`src/rtl/fetch_queue_pkg.sv`:
```
// Shared types and constants for the instruction-fetch front end.
// Defines a fetch entry as a {pc, instr} pair.
package fetch_queue_pkg;
    localparam int          XLEN         = 32;
    localparam logic [31:0] RESET_PC_DEF = 32'h0000_0000;
    localparam logic [31:0] NOP_INSTR    = 32'h0000_0013;

    typedef struct packed {
        logic [XLEN-1:0] pc;
        logic [XLEN-1:0] instr;
    } fetch_entry_t;

    localparam int ENTRY_W = $bits(fetch_entry_t);
endpackage

```
`src/rtl/fetch_fifo.sv`:
```
// Purpose: synchronous FIFO of fetch entries, with a flush input and zeroed storage on reset.
// Latency: a pushed entry becomes the head on the cycle after the push.
// Backpressure: a push while full is dropped and a pop while empty is ignored; the caller budgets credits.
module fetch_fifo
    import fetch_queue_pkg::*;
#(
    parameter int DEPTH = 4
) (
    input  logic                       clk,
    input  logic                       rst,
    input  logic                       flush,
    input  logic                       push,
    input  fetch_entry_t               push_dat,
    input  logic                       pop,
    output logic [$clog2(DEPTH+1)-1:0] count,
    output fetch_entry_t               head
);
    localparam int AW = $clog2(DEPTH);
    localparam int CW = $clog2(DEPTH+1);

    fetch_entry_t    mem [DEPTH];
    logic [AW-1:0]   rd_ptr;
    logic [AW-1:0]   wr_ptr;
    logic            do_push;
    logic            do_pop;

    assign do_push = push && (count != CW'(DEPTH));
    assign do_pop  = pop && (count != '0);
    assign head    = mem[rd_ptr];

    always_ff @(posedge clk or posedge rst) begin
        if (rst) begin
            rd_ptr <= '0;
            wr_ptr <= '0;
            count  <= '0;
            for (int i = 0; i < DEPTH; i++) begin
                mem[i] <= '0;
            end
        end else if (flush) begin
            rd_ptr <= '0;
            wr_ptr <= '0;
            count  <= '0;
        end else begin
            if (do_push) begin
                mem[wr_ptr] <= push_dat;
                wr_ptr      <= wr_ptr + AW'(1);
            end
            if (do_pop) begin
                rd_ptr <= rd_ptr + AW'(1);
            end
            count <= count + CW'(do_push) - CW'(do_pop);
        end
    end
endmodule

```
`src/rtl/fetch_queue.sv`:
```
// Purpose: sequential-PC fetch front end feeding decode; redirect flushes queued and in-flight fetches. Optional macro: FETCH_BYPASS_EN.
// Latency: issue to id_valid is 2 cycles, or 1 cycle through the empty-queue bypass when FETCH_BYPASS_EN is defined.
// Backpressure: id_valid/id_ready handshake; fetch stalls once queued entries plus the in-flight request would reach DEPTH.
module fetch_queue
    import fetch_queue_pkg::*;
#(
    parameter int          DEPTH    = 4,
    parameter logic [31:0] RESET_PC = RESET_PC_DEF
) (
    input  logic            clk,
    input  logic            rst,
    output logic            imem_en,
    output logic [XLEN-1:0] imem_addr,
    input  logic [XLEN-1:0] imem_rdata,
    input  logic            redirect,
    input  logic [XLEN-1:0] redirect_pc,
    output logic            id_valid,
    input  logic            id_ready,
    output logic [XLEN-1:0] id_instr,
    output logic [XLEN-1:0] id_pc,
    output logic [XLEN-1:0] fetch_pc
);
    localparam int CW = $clog2(DEPTH+1);
    localparam int UW = CW + 1;

    logic [XLEN-1:0] req_pc;
    logic            inflight;
    logic [CW-1:0]   count;
    fetch_entry_t    head;
    fetch_entry_t    resp;
    logic [UW-1:0]   used;
    logic            resp_vld;
    logic            push;
    logic            pop;

    // The in-flight request already owns a slot, so the FIFO can never overflow.
    assign used      = UW'(count) + UW'(inflight);
    assign imem_en   = !rst && !redirect && (used < UW'(DEPTH));
    assign imem_addr = fetch_pc;
    assign resp_vld  = inflight && !redirect;
    assign resp      = '{pc: req_pc, instr: imem_rdata};

`ifdef FETCH_BYPASS_EN
    logic bypass;
    assign bypass   = resp_vld && (count == '0);
    assign id_valid = bypass || ((count != '0) && !redirect);
    assign id_instr = bypass ? imem_rdata : head.instr;
    assign id_pc    = bypass ? req_pc : head.pc;
    assign push     = resp_vld && !(bypass && id_ready);
    assign pop      = (count != '0) && !redirect && id_ready;
`else
    assign id_valid = (count != '0) && !redirect;
    assign id_instr = head.instr;
    assign id_pc    = head.pc;
    assign push     = resp_vld;
    assign pop      = id_valid && id_ready;
`endif

    always_ff @(posedge clk or posedge rst) begin
        if (rst) begin
            fetch_pc <= RESET_PC;
            req_pc   <= '0;
            inflight <= 1'b0;
        end else if (redirect) begin
            fetch_pc <= redirect_pc & ~32'h3;
            inflight <= 1'b0;
        end else begin
            inflight <= imem_en;
            if (imem_en) begin
                fetch_pc <= fetch_pc + 32'd4;
                req_pc   <= fetch_pc;
            end
        end
    end

    fetch_fifo #(
        .DEPTH (DEPTH)
    ) u_fifo (
        .clk      (clk),
        .rst      (rst),
        .flush    (redirect),
        .push     (push),
        .push_dat (resp),
        .pop      (pop),
        .count    (count),
        .head     (head)
    );
endmodule

```
`config.mk`:
```
export PLATFORM = sky130hd
export DESIGN_NAME = fetch_queue
export DESIGN_NICKNAME = d
export VERILOG_FILES = /design/src/rtl/fetch_queue_pkg.sv /design/src/rtl/fetch_fifo.sv /design/src/rtl/fetch_queue.sv
export SDC_FILE = /design/constraint.sdc
export NUM_CORES = 1
export LEC_CHECK = 0
export ABC_AREA = 1
export CAP_MARGIN = 20
export CELL_PAD_IN_SITES_DETAIL_PLACEMENT = 1
export CELL_PAD_IN_SITES_GLOBAL_PLACEMENT = 2
export CORE_MARGIN = 8
export CORE_UTILIZATION = 35
export CTS_CLUSTER_SIZE = 14
export DETAILED_ROUTE_END_ITERATION = 10
export PLACE_DENSITY = 0.84
export SKIP_CTS_REPAIR_TIMING = 1
export SYNTH_ARGS = -nofsm -noshare
export SYNTH_HDL_FRONTEND = slang
export SYNTH_SLANG_ARGS = --single-unit
```
`constraint.sdc`:
```
create_clock -name clk -period 32.5 [get_ports clk]
set_input_delay 6.5 -clock clk [delete_from_list [all_inputs] [get_ports clk]]
set_output_delay 6.5 -clock clk [all_outputs]
set_load 0.02 [all_outputs]
```
==> flow_metrics.tcl <==
set metrics [dict create \
    cp-end-kind "output port" \
    track_usage 0.206 \
    rsz0062_at_grt "false" \
    outcome "finished clean" \
    yosysTopAreaCellShare 0.506 \
    die_w_um 227 \
    ys.warnings.count 0 \
    worstSetupPathType "input pin to output port" \
    hold_ws_ns 0.470 \
    yosysMostFrequentCell "nand2_1" \
    p_per_area_nw_per_um2 85.9 \
    period_minus_slack_ns 15.41 \
    tightest_slew_ns 1.05 \
    ir_drop_v 0.0000390 \
    io_pins 198 \
    power_leakage_nw 9.16 \
    p_sw_frac 0.384 \
    timing.final.crit_share 0.474 \
    yosys-top-cells-count "701 x nand2_1, 316 x dfrtp_1, 220 x o21ai_1" \
    nets 2173 \
    critical_path.top_delay_family "buffers and inverters" \
    seqPwrFrac 0.353 \
    hold_viol_final 0 \
    clk_path_buf_depth 3 \
    critPathArrivalTime_ns 8.91 \
    multi_input_area_sq_um 6450 \
    grt.overflow.total 0 \
    synthCells 2008 \
    clk_latency_ns 0.55 \
    wl_mm 52.6 \
    fill_cells 5448 \
    ant_nets 0 \
    cts.htree.levels 2 \
    routed.top_layer "met4" \
    cp-start-kind "input pin" \
    comb_power_share 0.368 \
    clockPowerShare 0.278 \
    slew_violations 0 \
    dr.pass1.iters 4 \
    slew_headroom 0.302 \
    fin_setup_tns_ns 0 \
    cts_num_sinks 316 \
    synth.area.top_cells "dfrtp_1 51%, nand2_1 17%, o21ai_1 7.0%" \
    avgViaCountPerCell 5.15 \
    dp_hpwl_mm 31.0 \
    fin_skew_ns 0.0128 \
    crit_chain "clkdlybuf4s50_1 -> buf_4 -> nor2_1 -> nand2_1 -> inv_1 -> nand3_2 -> buf_4 -> inv_1 -> clkdlybuf4s50_1" \
    die_y_um 227 \
    coreArea_sq_um 44100 \
    cp_num_buf_inv 6 \
    slowest_stage "clkdlybuf4s50_1" \
    n_antenna_cell 0 \
    hold_path.class "flip-flop to flip-flop" \
    synth_edf_count 0 \
    max_freq_mhz 64.9 \
    synth-seq-area-share 0.506 \
    p_int_mw 0.993 \
    grt_start_max_net_pins 113 \
    syn_to_final_growth_pct 20.1 \
    portBuffers 189 \
    synth_cell_types 27 \
    postSynth.asyncResetShare 1.00 \
    drt_iter0_markers 1015 \
    root_buffer "clkbuf_16" \
    met3_length_mm 2.61 \
    final-seq-area_sq_um 7910 \
    cp_data_required_time_ns 26.00 \
    max_stage_delay_ns 0.58 \
    cts.clk_slew.worst_paths_ns 0.06 \
    synth_ff_type "dfrtp_1" \
    setup_viol 0 \
    power_switching_mw 0.619 \
    maxCapViolations 0 \
    place_congestion 0.840 \
    drc 0 \
    grt_pass1_wl_mm 84.6 \
    met1Wirelength_mm 23.8 \
    grt_pass1_vias 15025 \
    start_util 0.354 \
    vias 13991 \
    path_max_fanout 74 \
    wl_met2_mm 25.1 \
    antenna_found_initial 0 \
    avgRoutedWirePerCell_um 19.4 \
    cts_made_buffers 39 \
    postSynthAreaPerCell_sq_um 7.79 \
    drive_gt1_frac 0.0503 \
    rows 77 \
    synth-seq-cells 316 \
    cts_tree "yes" \
    netlist_area_sq_um 15600 \
    dieArea_sq_um 51700 \
    yosysTopAreaCell "dfrtp_1" \
]
metrics by stage:
step	util	area, sq um	worst slack, ns	power (mW)	cells
2_1_floorplan	-	15700	17.26	0.908	2013
3_5_place_dp	0.395	17400	17.04	1.18	2646
5_1_grt	0.426	18800	16.84	1.71	2718
4_1_cts	0.425	18800	17.03	1.64	2717
3_3_place_gp	0.395	17400	17.02	1.16	2646
6_report	0.426	18800	17.09	1.61	2718
final timing paths:
| path | startpoint | end | slack, ns | cells past startpoint |
|---|---|---|---|---|
| worst max-delay path | redirect | imem_en | 17.09 | 9 |
| worst min-delay path | u_fifo.mem[164] | u_fifo.mem[164] | 0.47 | 2 |
| worst max register to register | u_fifo.wr_ptr[0] | u_fifo.mem[248] | 29.88 | 8 |
| worst min register to register | u_fifo.mem[164] | u_fifo.mem[164] | 0.47 | 2 |
| max in group asynchronous | rst | u_fifo.mem[218] | 24.09 | 5 |
| min in group asynchronous | rst | fetch_pc[29] | 6.48 | 2 |
registers in the layout, summed over array words and instances, names as in the netlist:
register	count
req_pc	30
u_fifo.rd_ptr	2
inflight	1
fetch_pc	30
u_fifo.mem	248
u_fifo.count	3
u_fifo.wr_ptr	2
power groups by stage:
stage | Clock [mW] | Sequential, mW | Combinational, mW
final | 0.449 | 0.570 | 0.594
after floorplan | 0 | 0.553 | 0.355
after CTS | 0.461 | 0.570 | 0.606
after global routing | 0.474 | 0.585 | 0.652
after global placement | 0 | 0.572 | 0.593
after detailed placement | 0 | 0.577 | 0.603
placed cells by master (no fill, tap or decap):
cell / count
fa_1: 1
buf_16: 1
clkbuf_16: 41
or2_2: 1
inv_8: 2
o21ai_0: 194
inv_4: 1
a31oi_1: 1
nor2_1: 168
clkinv_1: 1
dfrtp_1: 314
clkinv_2: 7
nor2_8: 5
nand3_2: 2
clkinv_4: 1
nor2_2: 4
clkbuf_8: 9
inv_2: 7
bufinv_16: 3
conb_1: 6
dfrtp_2: 1
clkbuf_1: 10
nand4_1: 2
clkdlybuf4s50_1: 189
a21oi_1: 1
inv_1: 62
buf_4: 20
nand3_1: 79
nand2_1: 701
nand2_4: 1
dfrtp_4: 1
ha_1: 8
o21ai_1: 220
o22ai_1: 62
per-layer routing:
metal	vias to the layer above	track usage
met3	71	0.0420
met4	0	0.0555
li1	6678	-
met2	296	0.345
met1	6946	0.269
met5	-	0
worst min-delay path: cells and delay by family, from the launching register on:
family,cells,cell delay (ns)
flip-flops,1,0.33
AO/OA/AOI/OAI,1,0.06
AND/OR/NAND/NOR,1,0.05
cell type report:
cell class,instances,area share
Multi-Input combinational cell,1456,0.343
Sequential cell,316,0.421
Tap cell,592,0.0394
Inverter,73,0.0155
Clock buffer,60,0.0632
Timing Repair Buffer,210,0.110
Clock inverter,11,0.00713
logic make-up (layout without fill, tap and decap cells):
| kind of cell | count (synthesis) | in the layout | share of synthesized area |
|---|---|---|---|
| compound gates | 478 | 478 | 0.158 |
| other cells | 1 | 6 | 0.000240 |
| simple gates | 963 | 963 | 0.245 |
| flops | 316 | 316 | 0.506 |
| fa+ha+maj | 9 | 9 | 0.00768 |
| buf+inv | 241 | 354 | 0.0836 |
No activity file was read; power rests on OpenSTA's default activity.
